## src/rtl/eth_gt_reset_pkg.sv

```systemverilog
// Shared state encodings and widths for the GT reset/link-bring-up sequencer.
// Pure declarations: no latency or backpressure of its own.
package eth_gt_reset_pkg;

    typedef enum logic [1:0] {
        G_HOLD      = 2'd0,
        G_WAIT_DONE = 2'd1,
        G_RUN       = 2'd2
    } g_state_t;

    typedef enum logic [1:0] {
        L_OFF       = 2'd0,
        L_WAIT_LOCK = 2'd1,
        L_UP        = 2'd2,
        L_RX_RST    = 2'd3
    } l_state_t;

    localparam int SYNC_STAGES = 2;
    localparam int RETRY_W     = 8;

endpackage

```

## src/rtl/eth_gt_lane_mon.sv

```systemverilog
// Per-lane block-lock debouncer, RX datapath reset retry and escalation; lock to link_up = DEBOUNCE+1 cycles.
// No backpressure; with ETH_GT_RESET_STATS_EN a 16-bit lock-drop counter is added.
module eth_gt_lane_mon
    import eth_gt_reset_pkg::*;
#(
    parameter int DEBOUNCE      = 16,
    parameter int LOCK_TIMEOUT  = 125000,
    parameter int RX_RST_CYCLES = 32,
    parameter int MAX_RETRY     = 7
) (
    input  logic        clk_125mhz_int,
    input  logic        gt_tx_reset,
    input  logic        enable,
    input  logic        block_lock,
    output logic        link_up,
    output logic        rx_datapath_reset,
    output logic        escalate
`ifdef ETH_GT_RESET_STATS_EN
    ,
    output logic [15:0] drop_count
`endif
);

    localparam int DEB_W = $clog2(DEBOUNCE + 1);
    localparam int TO_W  = $clog2(LOCK_TIMEOUT + 1);
    localparam int RST_W = $clog2(RX_RST_CYCLES + 1);
    localparam int RTY_W = $clog2(MAX_RETRY + 1);

    localparam logic [DEB_W-1:0] DEB_DONE = DEB_W'(DEBOUNCE);
    localparam logic [TO_W-1:0]  TO_LAST  = TO_W'(LOCK_TIMEOUT - 1);
    localparam logic [RST_W-1:0] RST_LAST = RST_W'(RX_RST_CYCLES - 1);
    localparam logic [RTY_W-1:0] RTY_MAX  = RTY_W'(MAX_RETRY);

    l_state_t         state;
    logic [DEB_W-1:0] deb_cnt;
    logic [TO_W-1:0]  to_cnt;
    logic [RST_W-1:0] rst_cnt;
    logic [RTY_W-1:0] retry_cnt;
    logic             lock_lost;
    logic             lock_timeout;
    logic             enter_rst;

    // deb_cnt counts consecutive samples disagreeing with the current lane level
    assign lock_lost    = (state == L_UP) && (deb_cnt == DEB_DONE);
    assign lock_timeout = (state == L_WAIT_LOCK) && (deb_cnt != DEB_DONE) && (to_cnt == TO_LAST);
    assign enter_rst    = enable && (lock_lost || lock_timeout);

    always_ff @(posedge clk_125mhz_int or posedge gt_tx_reset) begin
        if (gt_tx_reset) begin
            state             <= L_OFF;
            link_up           <= 1'b0;
            rx_datapath_reset <= 1'b0;
            escalate          <= 1'b0;
            deb_cnt           <= '0;
            to_cnt            <= '0;
            rst_cnt           <= '0;
            retry_cnt         <= '0;
        end else if (!enable) begin
            state             <= L_OFF;
            link_up           <= 1'b0;
            rx_datapath_reset <= 1'b0;
            escalate          <= 1'b0;
            deb_cnt           <= '0;
            to_cnt            <= '0;
            rst_cnt           <= '0;
            retry_cnt         <= '0;
        end else begin
            escalate <= 1'b0;
            case (state)
                L_OFF: begin
                    state   <= L_WAIT_LOCK;
                    deb_cnt <= '0;
                    to_cnt  <= '0;
                end
                L_WAIT_LOCK: begin
                    if (deb_cnt == DEB_DONE) begin
                        state     <= L_UP;
                        link_up   <= 1'b1;
                        retry_cnt <= '0;
                        deb_cnt   <= '0;
                    end else begin
                        deb_cnt <= block_lock ? deb_cnt + 1'b1 : '0;
                        to_cnt  <= to_cnt + 1'b1;
                    end
                end
                L_UP: begin
                    deb_cnt <= block_lock ? '0 : deb_cnt + 1'b1;
                end
                L_RX_RST: begin
                    if (rst_cnt == RST_LAST) begin
                        rx_datapath_reset <= 1'b0;
                        rst_cnt           <= '0;
                        deb_cnt           <= '0;
                        to_cnt            <= '0;
                        if (retry_cnt == RTY_MAX) begin
                            escalate  <= 1'b1;
                            state     <= L_OFF;
                            retry_cnt <= '0;
                        end else begin
                            state <= L_WAIT_LOCK;
                        end
                    end else begin
                        rst_cnt <= rst_cnt + 1'b1;
                    end
                end
                default: state <= L_OFF;
            endcase
            if (enter_rst) begin
                state             <= L_RX_RST;
                link_up           <= 1'b0;
                rx_datapath_reset <= 1'b1;
                rst_cnt           <= '0;
                deb_cnt           <= '0;
                to_cnt            <= '0;
                if (retry_cnt != RTY_MAX) retry_cnt <= retry_cnt + 1'b1;
            end
        end
    end

`ifdef ETH_GT_RESET_STATS_EN
    always_ff @(posedge clk_125mhz_int or posedge gt_tx_reset) begin
        if (gt_tx_reset) begin
            drop_count <= '0;
        end else if (enable && lock_lost && (drop_count != 16'hFFFF)) begin
            drop_count <= drop_count + 16'd1;
        end
    end
`endif

endmodule

```

## src/rtl/eth_gt_reset_seq.sv

```systemverilog
// GT quad reset and link bring-up sequencer; reset_all drops HOLD_CYCLES+2 after clock_ok, link_up DEBOUNCE+3 after lock.
// Free-running, no backpressure; ETH_GT_RESET_STATS_EN adds per-lane lane_drop_count.
module eth_gt_reset_seq
    import eth_gt_reset_pkg::*;
#(
    parameter int LANES         = 4,
    parameter int HOLD_CYCLES   = 1024,
    parameter int DONE_TIMEOUT  = 1048576,
    parameter int LOCK_TIMEOUT  = 125000,
    parameter int DEBOUNCE      = 16,
    parameter int RX_RST_CYCLES = 32,
    parameter int MAX_RETRY     = 7
) (
    input  logic                 clk_125mhz_int,
    input  logic                 gt_tx_reset,
    input  logic                 clock_ok,
    input  logic                 force_reset,
    input  logic [LANES-1:0]     gt_reset_tx_done,
    input  logic [LANES-1:0]     gt_reset_rx_done,
    input  logic [LANES-1:0]     rx_block_lock,
    output logic                 gtwiz_reset_all,
    output logic [LANES-1:0]     gtwiz_reset_rx_datapath,
    output logic [LANES-1:0]     link_up,
    output logic [1:0]           seq_state,
    output logic [RETRY_W-1:0]   global_retry_count
`ifdef ETH_GT_RESET_STATS_EN
    ,
    output logic [16*LANES-1:0]  lane_drop_count
`endif
);

    localparam int SW     = 1 + 3 * LANES;
    localparam int HOLD_W = $clog2(HOLD_CYCLES + 1);
    localparam int DONE_W = $clog2(DONE_TIMEOUT + 1);

    localparam logic [HOLD_W-1:0] HOLD_LAST = HOLD_W'(HOLD_CYCLES - 1);
    localparam logic [DONE_W-1:0] DONE_LAST = DONE_W'(DONE_TIMEOUT - 1);

    logic [SYNC_STAGES-1:0][SW-1:0] sync_q;
    logic                           clock_ok_s;
    logic [LANES-1:0]               tx_done_s;
    logic [LANES-1:0]               rx_done_s;
    logic [LANES-1:0]               lock_s;
    logic [LANES-1:0]               escalate;
    logic                           all_done;
    logic                           run_en;
    logic                           reenter_hold;
    g_state_t                       state;
    logic [HOLD_W-1:0]              hold_cnt;
    logic [DONE_W-1:0]              done_cnt;

    always_ff @(posedge clk_125mhz_int or posedge gt_tx_reset) begin
        if (gt_tx_reset) begin
            sync_q <= '0;
        end else begin
            sync_q <= {sync_q[SYNC_STAGES-2:0],
                       {clock_ok, gt_reset_tx_done, gt_reset_rx_done, rx_block_lock}};
        end
    end

    assign {clock_ok_s, tx_done_s, rx_done_s, lock_s} = sync_q[SYNC_STAGES-1];
    assign all_done  = (&tx_done_s) && (&rx_done_s);
    assign run_en    = (state == G_RUN);
    assign seq_state = state;

    // Every cause of a HOLD re-entry in the same cycle collapses into one retry
    assign reenter_hold =
        ((state == G_WAIT_DONE) && !all_done && (done_cnt == DONE_LAST)) ||
        ((state == G_RUN) && (!clock_ok_s || force_reset || !all_done || (|escalate)));

    always_ff @(posedge clk_125mhz_int or posedge gt_tx_reset) begin
        if (gt_tx_reset) begin
            state              <= G_HOLD;
            gtwiz_reset_all    <= 1'b1;
            hold_cnt           <= '0;
            done_cnt           <= '0;
            global_retry_count <= '0;
        end else begin
            case (state)
                G_HOLD: begin
                    if (!clock_ok_s) begin
                        hold_cnt <= '0;
                    end else if (hold_cnt == HOLD_LAST) begin
                        state           <= G_WAIT_DONE;
                        gtwiz_reset_all <= 1'b0;
                        hold_cnt        <= '0;
                        done_cnt        <= '0;
                    end else begin
                        hold_cnt <= hold_cnt + 1'b1;
                    end
                end
                G_WAIT_DONE: begin
                    if (all_done) state <= G_RUN;
                    else          done_cnt <= done_cnt + 1'b1;
                end
                G_RUN: ;
                default: state <= G_HOLD;
            endcase
            if (reenter_hold) begin
                state           <= G_HOLD;
                gtwiz_reset_all <= 1'b1;
                hold_cnt        <= '0;
                done_cnt        <= '0;
                if (global_retry_count != '1) global_retry_count <= global_retry_count + 1'b1;
            end
        end
    end

    for (genvar i = 0; i < LANES; i++) begin : g_lane
        eth_gt_lane_mon #(
            .DEBOUNCE      (DEBOUNCE),
            .LOCK_TIMEOUT  (LOCK_TIMEOUT),
            .RX_RST_CYCLES (RX_RST_CYCLES),
            .MAX_RETRY     (MAX_RETRY)
        ) u_lane (
            .clk_125mhz_int    (clk_125mhz_int),
            .gt_tx_reset       (gt_tx_reset),
            .enable            (run_en),
            .block_lock        (lock_s[i]),
            .link_up           (link_up[i]),
            .rx_datapath_reset (gtwiz_reset_rx_datapath[i]),
            .escalate          (escalate[i])
`ifdef ETH_GT_RESET_STATS_EN
            ,
            .drop_count        (lane_drop_count[16*i +: 16])
`endif
        );
    end

endmodule

```

## config.mk

```make
export PLATFORM = sky130hd
export DESIGN_NAME = eth_gt_reset_seq
export DESIGN_NICKNAME = d
export VERILOG_FILES = /design/src/rtl/eth_gt_reset_pkg.sv /design/src/rtl/eth_gt_lane_mon.sv /design/src/rtl/eth_gt_reset_seq.sv
export SDC_FILE = /design/constraint.sdc
export NUM_CORES = 1
export LEC_CHECK = 0
export BUFFER_PORTS_ARGS = -buffer_cell sky130_fd_sc_hd__buf_2
export CAP_MARGIN = 10
export CORE_AREA = 4 4 162 164
export CTS_BUF_LIST = sky130_fd_sc_hd__clkbuf_16
export DETAILED_ROUTE_END_ITERATION = 7
export DIE_AREA = 0 0 166 168
export HOLD_SLACK_MARGIN = 0.03
export PLACE_DENSITY_LB_ADDON = 0.12
export SLEW_MARGIN = 20
export SYNTH_ARGS = -nofsm -noshare
export SYNTH_HDL_FRONTEND = slang
export SYNTH_SLANG_ARGS = --single-unit
export TNS_END_PERCENT = 5
```

## constraint.sdc

```tcl
create_clock -name clk_125mhz_int -period 17.5 [get_ports clk_125mhz_int]
set_input_delay 1.75 -clock clk_125mhz_int [delete_from_list [all_inputs] [get_ports clk_125mhz_int]]
set_output_delay 1.75 -clock clk_125mhz_int [all_outputs]
set_load 0.03 [all_outputs]
```

# After elaboration in Yosys (flattened, before gate mapping)

Cells that the tools add are included.

Bits in registers: 213
Logic and storage cells: 380
Input bits: 16
Output and inout port bits: 19

Add/subtract/negate cells: 19
Eq/ne operators: 78
Reductions and logical operators: 62
Multiplexer cells: 182

Operators by type and width:

| cell                                                  | count |
|---|---|
| 2-to-1 mux 17 bit                                     | 16 |
| case mux 17 bit (3 select lines)                      | 4 |
| 2-to-1 mux 5 bit                                      | 24 |
| 2-to-1 mux 6 bit                                      | 16 |
| 2-to-1 mux 21 bit                                     | 4 |
| case mux 5 bit (4 select lines)                       | 4 |
| 2-to-1 mux 3 bit                                      | 24 |
| adder 17 x 1 -> 17 bit, second input constant         | 4 |
| equality test 17 bit, second input constant           | 4 |
| 2-to-1 mux 1 bit                                      | 56 |
| 2-to-1 mux 11 bit                                     | 4 |
| case mux 21 bit (2 select lines)                      | 1 |
| 2-to-1 mux 2 bit                                      | 20 |
| != test 3 x 1 -> 1 bit, second input constant         | 12 |
| != test 3 bit, second input constant                  | 12 |
| case mux 2 bit (3 select lines)                       | 5 |
| AND reduction 3 bit                                   | 9 |
| != test 5 bit, second input constant                  | 5 |
| adder 6 x 1 -> 6 bit, second input constant           | 4 |
| equality test 6 x 5 -> 1 bit, second input constant   | 4 |
| != test 4 x 3 -> 1 bit, second input constant         | 6 |
| case mux 3 bit (2 select lines)                       | 4 |
| adder 21 x 1 -> 21 bit, second input constant         | 1 |
| equality test 21 x 20 -> 1 bit, second input constant | 1 |
| other kinds (23)                                      | 97 |

# Logic depth before layout (Yosys ltp)

Word-level depth: 9
Gate-level depth with buffers: 9
Gate-level depth less buffers: 7

# By module

A second synthesis with hierarchy kept.

Cell total of the unflattened synthesis: 1329
Area total of the unflattened synthesis: 11891.4 µm²

By module, submodules not included:

| module           | seq. area each (µm²) | instances | area each (µm²) | cells an instance |
|---|---|---|---|---|
| eth_gt_lane_mon  | 900.9                | 4         | 2193.4          | 256 |
| eth_gt_reset_seq | 1727.9               | 1         | 3118.0          | 305 |

# Worst setup path before layout

No wires, ideal clock.

Path kind: input-to-reg
Start: input port force_reset
End: register global_retry_count[1]
Buffers on the path: 1
Setup slack: 14.241 ns
Data required time: 17.375 ns
Arrival time: 3.134 ns
Stages: 6
Setup time: 0.125 ns
Path through: or4b_1 > nor4_1 > nand2b_1 > buf_4 > a21oi_1 > mux2_2

Cells in the longest elaborated chain, start to end: 6

Ends and longest elaborated chain:

| item                                 | line                    | text |
|---|---|---|
| from (decl)                          | eth_gt_reset_seq.sv:17  | `input logic force_reset,` |
| logical OR 1 bit (3 in a row)        | eth_gt_reset_seq.sv:69  | `((state == G_RUN) && (!clock_ok_s \|\| force_reset \|\| !all_done \|\| (\|escalate)));` |
| logical AND 1 bit                    | eth_gt_reset_seq.sv:69  |  |
| logical OR 1 bit                     | eth_gt_reset_seq.sv:68  | `((state == G_WAIT_DONE) && !all_done && (done_cnt == DONE_LAST)) \|\|` |
| AND reduction 2 bit (no source line) | n/a                     |  |
| to (signal assigned)                 | eth_gt_reset_seq.sv:104 | `if (global_retry_count != '1) global_retry_count <= global_retry_count + 1'b1;` |
| to (decl)                            | eth_gt_reset_seq.sv:25  | `output logic [RETRY_W-1:0] global_retry_count` |

No other way between the ends.
A chain may end at the register's enable or synchronous reset.

# Final worst setup path

Start: input port force_reset
End: register hold_cnt[7]

Cells in the longest elaborated chain, start to end: 6
Elaborated cells on any way between the ends: 7
Those cells by class: mux: 1; reduce/logical: 6

Ends and longest elaborated chain:

| item                                                           | line                   | text |
|---|---|---|
| logical OR 1 bit (*) (3 in a row)                              | eth_gt_reset_seq.sv:69 |  |
| logical AND 1 bit (*)                                          | eth_gt_reset_seq.sv:69 |  |
| logical OR 1 bit (*)                                           | eth_gt_reset_seq.sv:68 |  |
| 2-to-1 mux 11 bit / nonzero test 2 bit (equally long branches) | n/a                    |  |
| to (signal assigned)                                           | eth_gt_reset_seq.sv:89 | `hold_cnt <= hold_cnt + 1'b1;` |
| to (decl)                                                      | eth_gt_reset_seq.sv:49 | `logic [HOLD_W-1:0] hold_cnt;` |

Mark *: on every way between the ends. The rest lies on a longest branch, timed or not.

==> impl_metrics.yaml <==
timing:
  finalCritPeriodShare: 0.1858
  maxSlewViolCount: 0
  fin_tns_setup_ns: 0
  setup_viol: 0
  timing_hold_violations_final: 0
  finClkSkew_ns: 0.01921
  fin_crit_ns: 3.252
  fmax_ghz: 0.3075
  slew_headroom: 0.3540
  worst_pin_slew_ns: 0.9690
  rsz0062_at_grt: "no"
finish:
  antenna_cells: 0
  seq_area_um2: 5331
  multi_input_area_um2: 6211
  area_delta_synth_final_pct: 9.266
  drive_above_1_share: 0.09454
  layout.nets: 1349
  nFillCells: 2292
power_and_ir_drop:
  pwr-share-seq: 0.506
  p_sw_uw: 213.6
  power_uw: 985.0
  sw_frac_of_total: 0.2168
  pwr-share-comb: 0.014
  clockPowerShare: 0.479
  peakVddDrop_uv: 75.70
  power.internal_uw: 771.4
  cellLeakagePower_nw: 5.543
  p_per_area_nw_per_um2: 75.01
floorplan:
  die_width_um: 166
  initial_core_util: 0.4828
  io_pins: 35
  dieHeight_um: 168
  fp-row-count: 58
  core-area_um2: 24890
  dieArea_um2: 27890
global_routing:
  grt_pass1_wl_mm: 45.08
  grt.overflow.total: 0
  antenna_found_initial: 0
  grt_max_degree: 138
  first_global_vias: 9287
  grtUsageTotal: 0.1848
synth:
  yosys_most_used_dff: "dfrtp_1"
  synth_top_area_share: 0.4414
  synth_cell_type_count: 88
  ys_warn_count: 0
  synth_nets: 1339
  postSynthAreaPerCell_um2: 9.441
  ys_top_cells_by_area: "dfrtp_1, ha_1, nand3_1, nand2_1, a21oi_1"
  ys_seq_area_frac: 0.4436
  synthCells: 1273
  yosys.area.top_type: "dfrtp_1"
  synth_edf_count: 0
  synthArstFlopShare: 1.000
  yosysMostFrequentCell: "dfrtp_1"
  ys_ff_latch: 213
  syn_area_um2: 12020
  ys_top_cells_by_count: "dfrtp_1, nand2_1, nor2_1, nand3_1, a21oi_1"
worst_setup_path:
  reg2reg_to: "g_lane[0].u_lane.to_cnt[1]"
  criticalPathCategory: "primary input to flip-flop"
  max_stage_delay_ns: 0.55
  rr_startpoint: "g_lane[0].u_lane.deb_cnt[0]"
  end_kind: "flip-flop"
  required_ns: 17.91
  cp-start-kind: "primary input"
  worst_path_max_delay_cell: "or4b_1"
  r2r_slack_ns: 14.52
  rr_worst_depth: 7
  cp_cell_sequence: "buf_2 > or4b_1 > nor4_1 > nand2b_1 > nand2_1 > a311oi_1"
  path_depth: 6
  path_max_fanout: 11
  path_delay_family: "simple AND/OR/NAND/NOR gates"
  arrival_ns: 3.67
  crit_buf_inv: 1
worst_hold_path:
  hold_depth: 0
  hp-start: "sync_q[3]"
  min_path_type: "flip-flop to flip-flop"
  holdPathEnd: "lock_s[3]"
detailed_routing:
  vias: 9679
  drc_errors: 0
  drt_wl_total_mm: 26.03
  firstDrtPassIters: 5
  via_per_inst: 5.934
  wl_per_cell_um: 15.96
  ant_nets: 0
  drt-initial-drc-count: 539
job:
  cap_violations: 0
place:
  dp_hpwl_mm: 17.25
  gp_congestion: 0.7715
  io_buffer_count: 34
cts:
  cts_hold_buf: 0
  clkLatencyLatePin_ns: 0.52
  htree_levels: 1
  postCtsResizedCells: 0
  cts_tree: "built"
  clk_pin_slew_ns: 0.05
  root_buffer: "clkbuf_16"
  post-cts-setup-buffers: 0
  clock-sinks: 213
  cts_buffers: 25
  cts_buffer_depth: 3
outcome:
  status: "finished clean"
==> how the worst max path moves through the flow <==
stage                 from          end  slack (ns)
3_3_place_gp   force_reset  hold_cnt[7]       13.74
2_1_floorplan  gt_tx_reset   clock_ok_s        9.93
5_1_grt        force_reset  hold_cnt[7]       13.96
4_1_cts        force_reset  hold_cnt[7]       14.25
3_5_place_dp   force_reset  hold_cnt[7]       13.71
6_report       force_reset  hold_cnt[7]       14.25
==> registers in the layout, indices dropped and copies added (netlist names), 8 cells and up <==
signal                   flops
done_cnt                    21
g_lane.u_lane.deb_cnt       20
g_lane.u_lane.retry_cnt     12
g_lane.u_lane.rst_cnt       24
g_lane.u_lane.state          8
g_lane.u_lane.to_cnt        68
global_retry_count           8
hold_cnt                    11
sync_q                      17
==> final cells by class <==
class	count	share of cell area
clock buffers	25	0.04764
multi-input cells	950	0.4730
flip-flops and latches	213	0.4060
well taps	330	0.03144
repair buffers	44	0.01868
clock inverters	20	0.008671
inverters	49	0.01458
==> metal layers <==
| layer | up-vias | routed length [um] | GRT usage |
|---|---|---|---|
| li1 | 4763 | - | - |
| met1 | 4741 | 12500 | 0.2561 |
| met2 | 136 | 12160 | 0.3104 |
| met3 | 39 | 810 | 0.02512 |
| met4 | 0 | 567 | 0.04448 |
| met5 | - | 0 | 0 |
==> power by group through the flow <==
stage / Combinational, mW / Sequential (mW) / Clock (mW)
global route: 0.0174 / 0.499 / 0.510
CTS: 0.0154 / 0.499 / 0.489
floorplan: 0.00980 / 0.507 / 0
detailed placement: 0.0153 / 0.507 / 0
finish: 0.0142 / 0.499 / 0.472
global placement: 0.0152 / 0.507 / 0
==> logic make-up (layout without fill, tap and decap cells) <==
logic type,count (synthesis),count (layout),synth area share
and+or+nand+nor,539,539,0.2465
DFF,213,213,0.4436
muxes,26,26,0.02270
AOI/OAI and AO/OA,317,317,0.1808
xor gates and xnor gates,18,18,0.01312
adders and majority gates,50,50,0.05206
buffers and inverters,110,138,0.04112
==> through the flow <==
stage	std cells	hold WS (ns)	util	setup WS, ns	area, um2
2_1_floorplan	1273	0.3312	-	9.929	12020
3_5_place_dp	1586	0.3370	0.4974	13.71	12380
4_1_cts	1631	0.3494	0.5271	14.25	13120
5_1_grt	1631	0.3543	0.5275	13.96	13130
6_report	1631	0.3465	0.5275	14.25	13130
3_3_place_gp	1586	0.3346	0.4974	13.74	12380
==> cell usage in the layout (no fill, tap or decap), drive strengths merged, types with 6 or more instances in the layout <==
cell type  count
a21o           6
buf           44
nor4b          9
clkinv        13
nor3          39
o22a           8
a211o         23
and2          21
or3           12
nand3b        17
a41oi          8
a211oi        12
xor2          14
ha            50
nor4          17
a31oi         49
mux2i         16
nand4         28
nand3         90
nor3b          8
nor2          93
nor2b         16
and4          21
and3          23
a22o          10
o21ai         52
nand2b        11
a21oi         74
dfrtp        212
o21a          10
mux2          10
inv           55
nand2        106
clkbuf        25
No activity file was read; power rests on OpenSTA's default activity.
